--- src/rtl/uart_rx.sv ---
// 8N1 LSB-first UART receiver with a two-flop input synchroniser, start-glitch
// rejection, framing/overrun pulses and a single-entry ready/valid holding register.
module uart_rx #(
  parameter int CLK_HZ = 100000000,
  parameter int BAUD   = 115200
) (
  input  logic       clock,
  input  logic       reset,
  input  logic       io_rx,
  output logic       io_out_valid,
  input  logic       io_out_ready,
  output logic [7:0] io_out_bits,
  output logic       io_frame_err,
  output logic       io_overrun,
  output logic       io_busy
);

  localparam int DIV  = CLK_HZ / BAUD;
  localparam int HALF = DIV / 2;
  localparam int CW   = $clog2(DIV);

  typedef logic [CW-1:0] cnt_t;
  localparam cnt_t DIV_M1  = cnt_t'(DIV - 1);
  localparam cnt_t HALF_M1 = cnt_t'(HALF - 1);

  if (DIV < 4) begin : g_div_check
    $error("uart_rx: CLK_HZ / BAUD must be at least 4");
  end

  typedef enum logic [2:0] {
    IDLE,
    START,
    DATA,
    STOP,
    WAIT_IDLE
  } state_t;

  state_t      state, state_n;
  cnt_t        cnt, cnt_n;
  logic [2:0]  bitidx, bitidx_n;
  logic [7:0]  shift, shift_n;
  logic        rx_meta, rx_s;
  logic        stop_ok, stop_bad;
  logic        drain, load;
  logic        valid_n, overrun_n;

  // NOTE: every variable driven here gets a default first so no path leaves
  // it unassigned; otherwise synthesis infers a latch to hold the old value.
  always_comb begin
    state_n  = state;
    cnt_n    = cnt + cnt_t'(1);
    bitidx_n = bitidx;
    shift_n  = shift;
    stop_ok  = 1'b0;
    stop_bad = 1'b0;
    unique case (state)
      IDLE: begin
        cnt_n = '0;
        if (!rx_s) state_n = START;
      end
      START: begin
        if (cnt == HALF_M1) begin
          cnt_n = '0;
          if (rx_s) begin
            state_n = IDLE;
          end else begin
            state_n  = DATA;
            bitidx_n = 3'd0;
          end
        end
      end
      DATA: begin
        if (cnt == DIV_M1) begin
          cnt_n          = '0;
          shift_n[bitidx] = rx_s;
          if (bitidx == 3'd7) state_n = STOP;
          else                bitidx_n = bitidx + 3'd1;
        end
      end
      STOP: begin
        if (cnt == DIV_M1) begin
          cnt_n = '0;
          if (rx_s) begin
            stop_ok = 1'b1;
            state_n = IDLE;
          end else begin
            stop_bad = 1'b1;
            state_n  = WAIT_IDLE;
          end
        end
      end
      WAIT_IDLE: begin
        // A held-low line (break) must not be re-read as a stream of 0x00 frames.
        cnt_n = '0;
        if (rx_s) state_n = IDLE;
      end
      default: begin
        cnt_n   = '0;
        state_n = IDLE;
      end
    endcase
  end

  // A byte may load into the holding register when it is empty or being
  // drained in this same cycle; otherwise the new byte is dropped.
  always_comb begin
    drain     = io_out_valid & io_out_ready;
    load      = stop_ok & (~io_out_valid | io_out_ready);
    overrun_n = stop_ok & io_out_valid & ~io_out_ready;
    valid_n   = io_out_valid;
    if (drain) valid_n = 1'b0;
    if (load)  valid_n = 1'b1;
  end

  // NOTE: sequential state uses non-blocking assignments so every flop samples
  // the pre-edge values, independent of statement order.
  always_ff @(posedge clock) begin
    if (reset) begin
      rx_meta      <= 1'b1;
      rx_s         <= 1'b1;
      state        <= IDLE;
      cnt          <= '0;
      bitidx       <= 3'd0;
      shift        <= 8'h00;
      io_out_valid <= 1'b0;
      io_out_bits  <= 8'h00;
      io_frame_err <= 1'b0;
      io_overrun   <= 1'b0;
    end else begin
      rx_meta      <= io_rx;
      rx_s         <= rx_meta;
      state        <= state_n;
      cnt          <= cnt_n;
      bitidx       <= bitidx_n;
      shift        <= shift_n;
      io_out_valid <= valid_n;
      if (load) io_out_bits <= shift_n;
      io_frame_err <= stop_bad;
      io_overrun   <= overrun_n;
    end
  end

  assign io_busy = (state != IDLE);

endmodule

--- config.mk ---
export PLATFORM = sky130hd
export DESIGN_NAME = uart_rx
export DESIGN_NICKNAME = d
export VERILOG_FILES = /design/src/rtl/uart_rx.sv
export SDC_FILE = /design/constraint.sdc
export NUM_CORES = 1
export LEC_CHECK = 0
export CELL_PAD_IN_SITES_DETAIL_PLACEMENT = 0
export CELL_PAD_IN_SITES_GLOBAL_PLACEMENT = 1
export CORE_UTILIZATION = 46
export DETAILED_ROUTE_END_ITERATION = 8
export GPL_ROUTABILITY_DRIVEN = 0
export PLACE_DENSITY = 0.89
export SLEW_MARGIN = 15
export SYNTH_ARGS = -nofsm -noshare
export SYNTH_HDL_FRONTEND = slang
export SYNTH_SLANG_ARGS = --single-unit
export TNS_END_PERCENT = 20
--- constraint.sdc ---
create_clock -name clock -period 3.9 [get_ports clock]
set_input_delay 0.78 -clock clock [delete_from_list [all_inputs] [get_ports clock]]
set_output_delay 0.78 -clock clock [all_outputs]
set_load 0.01 [all_outputs]
==> results of run 1 <==
==> area by class of cell <==
type	instances	share of cell area
Clock buffer	5	0.0332
Timing Repair Buffer	15	0.0724
Inverter	6	0.0109
Multi-Input combinational cell	151	0.475
Sequential cell	37	0.357
Tap cell	48	0.0290
Clock inverter	3	0.0223
==> routing by layer <==
metal / up-vias / wire (µm) / track usage
met5: - / 0 / 0
met1: 707 / 1610 / 0.236
li1: 778 / - / -
met3: 2 / 134 / 0.0528
met2: 30 / 1780 / 0.317
met4: 0 / 34 / 0.0750
==> cells in the mapped netlist, types with 2 or more instances <==
library cell   n
a211oi_1       2
a21oi_1       18
a31oi_1        3
and2_1         2
clkbuf_1       9
dfxtp_1       37
ha_1           4
inv_1          6
nand2_1        7
nand2b_1       5
nand3_1       13
nand4_1        5
nand4b_1       6
nor2_1        18
nor2b_1        3
nor3_1         4
nor4_4         2
nor4b_1        2
o21ai_0        8
o21ai_1        9
o31ai_1        2
o32ai_1        2
or2_2          3
or3b_2         2
or4_1          5
xnor2_1        3
xor2_1         6
==> per-stage QoR <==
step | total power, mW | instance area, µm² | cells
final | 0.748 | 2070 | 265
after global routing | 0.781 | 2070 | 265
after CTS | 0.757 | 2070 | 265
after detailed placement | 0.422 | 1960 | 257
after global placement | 0.421 | 1960 | 257
after floorplan | 0.413 | 1800 | 205
==> state kept, by name, indices dropped and copies added (netlist names), 3 cells and up <==
signal / flops
bitidx: 3
shift: 8
cnt: 10
io_out_bits: 8
state: 3
==> where the power goes <==
part,switching (mW),total (mW),internal (mW),leakage (nW)
logic,0.0153,0.0282,0.0129,0.309
registers,0.00574,0.385,0.380,0.299
clock network,0.143,0.334,0.191,0.0543
total,0.164,0.748,0.584,0.662
==> kinds of logic after synthesis <==
kind of cell / share of synthesized area
AND/OR/NAND/NOR: 0.301
AO/OA/AOI/OAI: 0.170
flip-flops: 0.412
buffers and inverters: 0.0403
XOR/XNOR: 0.0438
adder cells (fa/ha/maj): 0.0278
multiplexers: 0.00556
==> worst paths after layout <==
kind,end,cells after the start,slack [ns]
worst max register to register,cnt[6]$_SDFF_PP0_,5,1.62
worst min-delay path,rx_s$_SDFF_PP1_,1,0.41
worst min register to register,rx_s$_SDFF_PP1_,1,0.41
worst max-delay path,io_busy,2,1.49
==> flow_summary.json, run 1 <==
{
  "status": "finished, final reports clean",
  "synth_top_flop_cell": "dfxtp_1",
  "route.detailed.drc": 0,
  "cts_made_buffers": 5,
  "crit_path_top_delay_cell": "clkdlybuf4s50_1",
  "fillers": 357,
  "max_freq_ghz": 0.415,
  "synth.distinct_cells": 46,
  "ios": 16,
  "layout_commonest_cell": "dfxtp_1",
  "arrival_ns": 1.63,
  "period_share": 0.617,
  "ys.warnings.count": 0,
  "power_leakage_nw": 0.662,
  "die_height_um": 64.5,
  "synth-seq-cells": 37,
  "clock_sinks": 37,
  "die_w_um": 64.5,
  "nets": 224,
  "setup_ws_ns": 1.49,
  "area_delta_synth_final_pct": 15.3,
  "clkLatencyLatePin_ns": 0.29,
  "holdWs_ns": 0.411,
  "start_util": 0.484,
  "cts-resized-gates": 0,
  "synth_top_cell_area_share": 0.412,
  "timing.setup.tns_ns": 0,
  "synth-edff-count": 0,
  "ys_seq_area_frac": 0.412,
  "via_per_inst": 5.72,
  "grt_pass1_wl_mm": 6.20,
  "num_vias": 1517,
  "clock-root-buffer": "clkbuf_8",
  "regArea_um2": 741,
  "period_needed_ns": 2.41,
  "diodes": 0,
  "routed_wl_mm": 3.57,
  "dp_hpwl_mm": 2.47,
  "critPathRequiredTime_ns": 3.12,
  "startpoint_type": "register",
  "synth_nets": 213,
  "cts_buffer_depth": 2,
  "mostFrequentLayoutCells": "37 x dfxtp_1, 18 x nor2_1, 18 x a21oi_1",
  "avgSynthCellArea_um2": 8.78,
  "synth_area_leader_cell": "dfxtp_1",
  "setup_viol": 0,
  "path_cells": "or3_1 -> clkdlybuf4s50_1",
  "endpoint_kind": "output port",
  "worst_pin_slew_ns": 0.997,
  "htreeDepth": 2,
  "powerDensity_mw_per_mm2": 360,
  "worstSetupPathType": "register to output port",
  "port_buffers": 15,
  "crit_buf_inv": 1,
  "max_stage_delay_ns": 0.48,
  "synthTopCellsByArea": "dfxtp_1 41%, a21oi_1 5.0%, nor2_1 3.8%",
  "rsz0062_at_grt": "false",
  "multi_input_area_um2": 986,
  "post-cts-setup-buffers": 0,
  "maxSlewViolCount": 0,
  "clock_skew_ns": 0.00528,
  "maxCapViolations": 0,
  "cts-hold-fix-buffers": 0,
  "grt_max_degree": 30,
  "drive_above_1_share": 0.0783,
  "cp_top_family": "buffers and inverters",
  "cts_tree": "done",
  "post_drt_wl_per_cell_um": 13.5,
  "slew_headroom": 0.333,
  "core_area_mm2": 0.00372,
  "path_clk_slew_ns": 0.08,
  "synth_area_mm2": 0.00180,
  "antenna_found_initial": 0,
  "reg2reg_from": "cnt[0]$_SDFF_PP0_",
  "hold_start": "rx_meta$_SDFF_PP1_",
  "grt_pass1_vias": 1336,
  "final_core_util": 0.558,
  "crit_path_start": "state[2]$_SDFFE_PP0P_",
  "grtUsageTotal": 0.192,
  "grt_overflow": 0,
  "ant_nets": 0,
  "synthArstFlopShare": 0,
  "irDropWorstVdd_mv": 0.204,
  "hold_violations": 0,
  "cp_max_fo": 15,
  "place_ws_ns": 1.30,
  "die_area_mm2": 0.00417,
  "drtIter0Drc": 64,
  "min_path_type": "register to register",
  "drtPass1Iterations": 5,
  "synthesis.instances": 205,
  "rows": 22
}
Note: power is estimated with default switching activity, not from simulation.
==> run 2, diff against run 1 <==
CORE_UTILIZATION = 43   (was 46)
PLACE_DENSITY = 0.84   (was 0.89)
clock period = 2.3 ns   (was 3.9 ns; I/O delays follow)
==> flow_summary.json, run 2 (synthesis gave the netlist of run 1 again) <==
{
  "status": "finished, final reports clean",
  "cts-resized-gates": 0,
  "via_per_inst": 5.72,
  "combinationalPowerShare": 0.041,
  "die_height_um": 66.7,
  "crit_path_start": "state[0]$_SDFFE_PP0P_",
  "num_vias": 1561,
  "grt_max_degree": 22,
  "place_inst": 265,
  "clock_sinks": 37,
  "ant_nets": 0,
  "setup_ws_ns": 0.206,
  "post_drt_wl_per_cell_um": 14.2,
  "min_path_type": "register to register",
  "final_core_util": 0.532,
  "max_freq_ghz": 0.478,
  "drtPass1Iterations": 4,
  "slew_headroom": 0.598,
  "holdWs_ns": 0.421,
  "start_util": 0.450,
  "route.detailed.drc": 0,
  "total_power_mw": 1.29,
  "die_w_um": 66.7,
  "post-cts-setup-buffers": 0,
  "power_leakage_nw": 0.694,
  "place_ws_ns": 0.259,
  "startpoint_type": "register",
  "powerDensity_mw_per_mm2": 605,
  "p_sw_frac": 0.207,
  "rrSetupSlack_ns": 0.23,
  "path_clk_slew_ns": 0.07,
  "setup_viol": 0,
  "die_area_mm2": 0.00445,
  "htreeDepth": 2,
  "diodes": 0,
  "cp_max_fo": 16,
  "maxSlewViolCount": 0,
  "fin_cells": 273,
  "endpoint": "io_busy",
  "worstSetupPathType": "register to output port",
  "critPathRequiredTime_ns": 1.84,
  "clock-root-buffer": "clkbuf_8",
  "grt_pass1_vias": 1484,
  "maxCapViolations": 0,
  "drive_above_1_share": 0.103,
  "ios": 16,
  "grt_overflow": 0,
  "timing.setup.tns_ns": 0,
  "rsz0062_at_grt": "false",
  "rows": 23,
  "worstReg2RegEnd": "io_out_bits[6]$_SDFFE_PP0P_",
  "reg_top3": "cnt x10, io_out_bits x8, shift x8",
  "fin_area_mm2": 0.00213,
  "mostFrequentLayoutCells": "37 x dfxtp_1, 18 x nor2_1, 18 x a21oi_1",
  "nets": 230,
  "cts_made_buffers": 5,
  "routed_wl_mm": 3.89,
  "clockPowerShare": 0.453,
  "top_register": "cnt",
  "endpoint_kind": "output port",
  "clkLatencyLatePin_ns": 0.29,
  "place_area_mm2": 0.00201,
  "grt_pass1_wl_mm": 6.69,
  "irDropWorstVdd_mv": 0.254,
  "antenna_found_initial": 0,
  "reg2reg_from": "cnt[0]$_SDFF_PP0_",
  "worst_pin_slew_ns": 0.602,
  "port_buffers": 15,
  "hold_start": "rx_meta$_SDFF_PP1_",
  "r2r_cells": 5,
  "area_delta_synth_final_pct": 18.2,
  "period_share": 0.910,
  "p_switching_mw": 0.266,
  "hold_violations": 0,
  "drtIter0Drc": 120,
  "cts-hold-fix-buffers": 0,
  "cts_tree": "done",
  "arrival_ns": 1.63,
  "dp_hpwl_mm": 2.79,
  "core_area_mm2": 0.00400,
  "p_int_mw": 1.02,
  "period_needed_ns": 2.09,
  "p_seq_frac": 0.506,
  "layout_commonest_cell": "dfxtp_1",
  "grtUsageTotal": 0.199,
  "clock_skew_ns": 0.00628,
  "largest_register_ffs": 10,
  "cts_buffer_depth": 2
}
run 2: cell types whose count changed in the layout (fill, tap and decap cells not counted):
cell / delta
buf_4: +6
clkinv_4: -1
clkbuf_8: +1
run 2: cell type report:
| class | count | area [µm²] |
|---|---|---|
| Fill cell | 370 | 1870 |
| Multi-Input combinational cell | 151 | 986 |
| Sequential cell | 37 | 741 |
| Timing Repair Buffer | 21 | 195 |
| Clock buffer | 6 | 82.6 |
| Tap cell | 50 | 62.6 |
| Clock inverter | 2 | 37.5 |
| Inverter | 6 | 22.5 |
run 2: worst min path at each step:
stage                      end  slack [ns]  depth (start not counted)
2_1_floorplan  rx_s$_SDFF_PP1_        0.39                          1
3_3_place_gp   rx_s$_SDFF_PP1_        0.40                          1
3_5_place_dp   rx_s$_SDFF_PP1_        0.41                          1
4_1_cts        rx_s$_SDFF_PP1_        0.42                          1
5_1_grt        rx_s$_SDFF_PP1_        0.43                          1
6_report       rx_s$_SDFF_PP1_        0.42                          1
run 2: metal layers:
layer | global-route usage | vias to the layer above | routed length, µm
met2 | 0.343 | 17 | 1940
met1 | 0.239 | 747 | 1800
li1 | - | 789 | -
met4 | 0.0638 | 0 | 58
met5 | 0 | - | 0
met3 | 0.0462 | 8 | 92
run 2: worst max-delay path, stage by stage, from the launching register on:
cell and delay (ns):
dfxtp_1 0.47, or3_1 0.40, clkdlybuf4s50_1 0.48
run 2: power groups by stage:
stage	sequential (mW)	clock (mW)	combinational [mW]
final	0.652	0.583	0.0523
after global routing	0.652	0.625	0.0587
after CTS	0.651	0.594	0.0523
after detailed placement	0.666	0	0.0519
after global placement	0.666	0	0.0512
after floorplan	0.662	0	0.0390
